===== src/rtl/dpram_reader.sv =====
// dpram_reader
//
// Read-side sequencer for a dpram instance. A start command walks a
// contiguous, wrapping address range, issues one read per word and hides
// the RAM's one-cycle read latency. Samples leave on a valid/ready stream.
// The stream supports full backpressure and carries one sample per clock
// when the sink never stalls.
//
// Ports
//   ck, rst_n            clock (rising edge), asynchronous active-low reset
//   start, base, len     command strobe, first address, word count (0..SIZE);
//                        these are sampled only while idle
//   busy, done           command in progress, one-cycle completion pulse
//   re, raddr, rdata     dpram read port (rdata valid the cycle after re)
//   out_valid/out_ready  output stream handshake
//   out_data, out_last   sample and final-sample marker
module dpram_reader #(
  parameter int BITS   = 16,
  parameter int SIZE   = 256,
  parameter int AWIDTH = $clog2(SIZE)
) (
  input  logic              ck,
  input  logic              rst_n,
  input  logic              start,
  input  logic [AWIDTH-1:0] base,
  input  logic [AWIDTH:0]   len,
  output logic              busy,
  output logic              done,
  output logic              re,
  output logic [AWIDTH-1:0] raddr,
  input  logic [BITS-1:0]   rdata,
  output logic              out_valid,
  input  logic              out_ready,
  output logic [BITS-1:0]   out_data,
  output logic              out_last
);

  typedef enum logic [1:0] {IDLE, RUN, DRAIN, DONE} state_t;

  state_t            state_reg, state_next;
  logic [AWIDTH-1:0] raddr_reg;
  logic [AWIDTH:0]   remain_reg;          // reads still to be issued
  logic              in_flight_reg;       // read issued last edge, data on rdata now
  logic              in_flight_last_reg;  // that read is the final word
  logic [BITS-1:0]   fifo_data_reg [2];
  logic [1:0]        fifo_last_reg;
  logic              wr_ptr_reg, rd_ptr_reg;
  logic [1:0]        count_reg;

  logic       pop, push;
  logic       last_read;
  logic [2:0] occupancy;

  assign out_valid = (count_reg != 2'd0);
  assign pop       = out_valid & out_ready;
  assign push      = in_flight_reg;
  assign out_data  = out_valid ? fifo_data_reg[rd_ptr_reg] : '0;
  assign out_last  = out_valid & fifo_last_reg[rd_ptr_reg];
  assign busy      = (state_reg != IDLE);
  assign done      = (state_reg == DONE);
  assign raddr     = raddr_reg;

  // Credit check: a new read may be issued only if, after this cycle's
  // pop, buffered plus in-flight samples leave room for it in the FIFO.
  assign occupancy = {1'b0, count_reg} + {2'b00, in_flight_reg};
  assign re        = (state_reg == RUN) && (remain_reg != '0) &&
                     (occupancy < (3'd2 + {2'b00, pop}));
  assign last_read = (remain_reg == (AWIDTH+1)'(1));

  always_comb begin
    state_next = state_reg;
    case (state_reg)
      IDLE:  if (start) state_next = (len == '0) ? DONE : RUN;
      RUN:   if (re && last_read) state_next = DRAIN;
      DRAIN: if (pop && out_last) state_next = DONE;
      DONE:  state_next = IDLE;
      default: state_next = IDLE;
    endcase
  end

  always_ff @(posedge ck or negedge rst_n) begin
    if (!rst_n) begin
      state_reg          <= IDLE;
      raddr_reg          <= '0;
      remain_reg         <= '0;
      in_flight_reg      <= 1'b0;
      in_flight_last_reg <= 1'b0;
      wr_ptr_reg         <= 1'b0;
      rd_ptr_reg         <= 1'b0;
      count_reg          <= 2'd0;
    end else begin
      state_reg          <= state_next;
      in_flight_reg      <= re;
      in_flight_last_reg <= re & last_read;
      if (state_reg == IDLE && start && len != '0) begin
        raddr_reg  <= base;
        remain_reg <= len;
      end else if (re) begin
        // Natural AWIDTH-bit overflow provides the wrap.
        raddr_reg  <= raddr_reg + 1'b1;
        remain_reg <= remain_reg - 1'b1;
      end
      if (push) wr_ptr_reg <= ~wr_ptr_reg;
      if (pop)  rd_ptr_reg <= ~rd_ptr_reg;
      count_reg <= count_reg + {1'b0, push} - {1'b0, pop};
    end
  end

  // Two-entry output FIFO: captures rdata on the edge after the read's
  // data became valid, together with its last-sample flag.
  for (genvar gi = 0; gi < 2; gi++) begin : g_fifo
    always_ff @(posedge ck or negedge rst_n) begin
      if (!rst_n) begin
        fifo_data_reg[gi] <= '0;
        fifo_last_reg[gi] <= 1'b0;
      end else if (push && wr_ptr_reg == 1'(gi)) begin
        fifo_data_reg[gi] <= rdata;
        fifo_last_reg[gi] <= in_flight_last_reg;
      end
    end
  end

endmodule


===== config.mk =====
export PLATFORM = sky130hd
export DESIGN_NAME = dpram_reader
export DESIGN_NICKNAME = d
export VERILOG_FILES = /design/src/rtl/dpram_reader.sv
export SDC_FILE = /design/constraint.sdc
export NUM_CORES = 1
export LEC_CHECK = 0
export CORE_MARGIN = 4
export CORE_UTILIZATION = 41
export DETAILED_ROUTE_END_ITERATION = 12
export PLACE_DENSITY_LB_ADDON = 0.05
export SYNTH_ARGS = -nofsm -noshare
export SYNTH_HDL_FRONTEND = slang
export SYNTH_SLANG_ARGS = --single-unit

===== constraint.sdc =====
create_clock -name ck -period 2.7 [get_ports ck]
set_input_delay 0.675 -clock ck [delete_from_list [all_inputs] [get_ports ck]]
set_output_delay 0.675 -clock ck [all_outputs]
set_load 0.005 [all_outputs]

==> results.yml <==
place:
  preCtsSetupSlack_ps: -46.5
  place_inst: 435
  finalWeightedCongestion: 0.753
  dpl.hpwl_um: 4400
  portBuffers: 65
floorplan:
  pin_count: 66
  row_count: 31
  design.core.area_um2: 7250
  initial_core_util_pct: 42.2
  fp.dieW_um: 94.4
  die_h_um: 94.4
  die-area_um2: 8910
worst_setup_path:
  ff2ff_path_depth: 8
  r2r-start: "count_reg[0]$_DFF_PN0_"
  critPathArrivalTime_ps: 1820
  crit_type: "in2out"
  cp_max_fo: 2
  r2r_slack_ps: 710
  r2r-end: "state_reg[1]$_DFFE_PN0P_"
  crit_path_end_kind: "primary output"
  start_kind: "input port"
  required_ps: 2030
timing:
  setup_viol: 0
  relSlewSlack_pct: 44.2
  hold_violations: 0
  fmax_ghz: 0.401
  final.setup.worst_slack_ps: 206
  tightest_slew_ps: 835
  rsz0062_at_grt: "false"
  skew_ps: 8.02
  fin_tns_setup_ps: 0
  drv_slew: 0
  timing.final.crit_share_pct: 92.4
  min_period_ps: 2490
layout:
  nNetsFinal: 397
  final_common_cell: "clkdlybuf4s50_1"
  syn2layout_area_growth_pct: 34.6
  largest_register_ffs: 32
  drive_above_1_share_pct: 22.4
  layout_common_cells: "clkdlybuf4s50_1, dfrtp_1, mux2_2, nor2_1, mux2i_1"
  fillers: 645
  stdcell_count: 451
  n_antenna_cell: 0
logic_synthesis:
  synth_nets: 317
  yosysUniqueCellTypes: 41
  netlist_instances: 267
  netlist_area_um2: 3060
  synth-seq-cells: 59
  synthTopCellsByArea: "dfrtp_1, mux2_2, mux2i_1, ha_1, nor2_1"
  yosysTopAreaCellShare_pct: 48.2
  ys_seq_area_share_pct: 48.2
  synth_top_cell_by_area: "dfrtp_1"
  postSynthAreaPerCell_um2: 11.5
  yosysWarningCount: 0
global_routing:
  antenna_found_initial: 0
  grt_pass1_wl_um: 10500
  overflow: 0
  grtUsageTotal_pct: 15.2
  grt_pass1_vias: 2242
  grt_max_degree: 60
power:
  p_int_mw: 3.25
  swShare_pct: 34.2
  p_seq_share_pct: 33.1
  peakVddDrop_v: 0.000636
  p_per_area_nw_per_um2: 1200
  power_frac_comb_pct: 48.6
  clkPwrFrac_pct: 18.3
  leakagePower_nw: 1.78
  switching_power_mw: 1.69
clocking:
  root_buffer: "clkbuf_8"
  clk_path_buf_depth: 2
  tritoncts: "yes"
  cts_buffers: 9
  clkSlewWorstSetupHoldPaths_ps: 70
  clkSinkCount: 59
  clock_latency_ps: 330
  htreeDepth: 3
  cts_setup_buffers: 0
routing:
  wl_per_cell_um: 13.6
  dr.pass1.iters: 4
  drtIter0Drc: 36
  vias_per_cell: 4.94
  via_count: 2228
  wirelength_um: 6150
  drc: 0
  drtAntennaViolNets: 0
min_path:
  hp-class: "in2async"
job:
  maxCapViolations: 0
run_status:
  outcome: "complete, no violations"
## power by group through the flow
stage	Combinational, mW	Sequential, mW	Clock [mW]
2_1_floorplan	1.47	1.58	0
3_3_place_gp	2.41	1.64	0
3_5_place_dp	2.45	1.66	0
4_1_cts	2.45	1.64	0.928
5_1_grt	2.67	1.70	0.968
6_report	2.40	1.64	0.903
## timing repair
item | in CTS | in global routing
hold endpoints to repair | 0 | 0
gates resized for setup | 2 | 0
endpoints found under the setup margin | 1 | 0
hold buffers | 0 | 0
## cell families after synthesis
family	after synthesis	share of synthesized area, %
flip-flops	59	48.2
AND/OR/NAND/NOR	77	13.7
AO/OA/AOI/OAI	26	5.40
adder cells (fa/ha/maj)	13	5.31
multiplexers	54	19.0
XOR/XNOR	18	5.15
buffers and inverters	20	3.19
## synthesized netlist by cell type
cell / count
nor3_1: 3
o211ai_1: 1
o2111ai_1: 1
buf_4: 1
o21ai_4: 1
a31o_2: 1
nand3b_1: 1
inv_4: 1
clkbuf_1: 4
nor2b_1: 4
ha_1: 13
nand2_1: 18
buf_2: 4
nor4_1: 1
buf_8: 1
nor4bb_1: 1
a21oi_1: 6
and4_1: 1
nand4_1: 5
nor4_2: 3
nand3_2: 2
dfrtp_1: 59
nand4_2: 1
xor2_1: 9
o21ai_0: 4
nor2_2: 1
inv_1: 9
a22o_1: 1
mux2_2: 34
nand4b_1: 2
and2_1: 3
a32o_1: 1
nand3_4: 1
nand2b_1: 1
xnor2_1: 9
o21ai_2: 1
mux2i_1: 20
and3_1: 1
o21ai_1: 8
nor2_1: 28
a31oi_1: 1
## metrics by stage
step	cell area, µm²	hold slack [ps]	util [%]	power (mW)
floorplan	3060	379	-	3.05
global placement	3890	487	53.7	4.05
detailed placement	3890	494	53.7	4.10
CTS	4120	508	56.8	5.01
global route	4120	511	56.8	5.34
finish	4120	498	56.8	4.94
## worst max path at each step
stage / startpoint / to / cells after the start
finish: out_ready / re / 6
global route: out_ready / re / 6
CTS: out_ready / re / 6
detailed placement: out_ready / re / 6
global placement: out_ready / re / 6
floorplan: in_flight_reg$_DFF_PN0_ / re / 6
## layout make-up
type / count / area [µm²] / area share [%]
multi-input cells: 188 / 1490 / 36.2
flip-flops and latches: 59 / 1480 / 35.8
repair buffers: 79 / 762 / 18.5
clock buffers: 10 / 138 / 3.34
well taps: 99 / 124 / 3.01
clock inverters: 6 / 88.8 / 2.16
inverters: 10 / 40.0 / 0.971
## worst max-delay path, cell delays in order
cell and delay, ps:
clkdlybuf4s50_1 470, o21ai_2 80, o21ai_4 180, nand3_4 110, inv_4 70, dlygate4sd2_1 230
## layer usage
metal	vias to the layer above	share of wire [%]	wire length, µm	GRT usage (%)
li1	1095	-	-	-
met1	1084	44	2720	18.9
met2	44	50	3080	25.5
met3	5	4.9	301	3.27
met4	0	0.84	52	6.50
met5	-	0	0	0
Power figures use the tool's default switching activity.
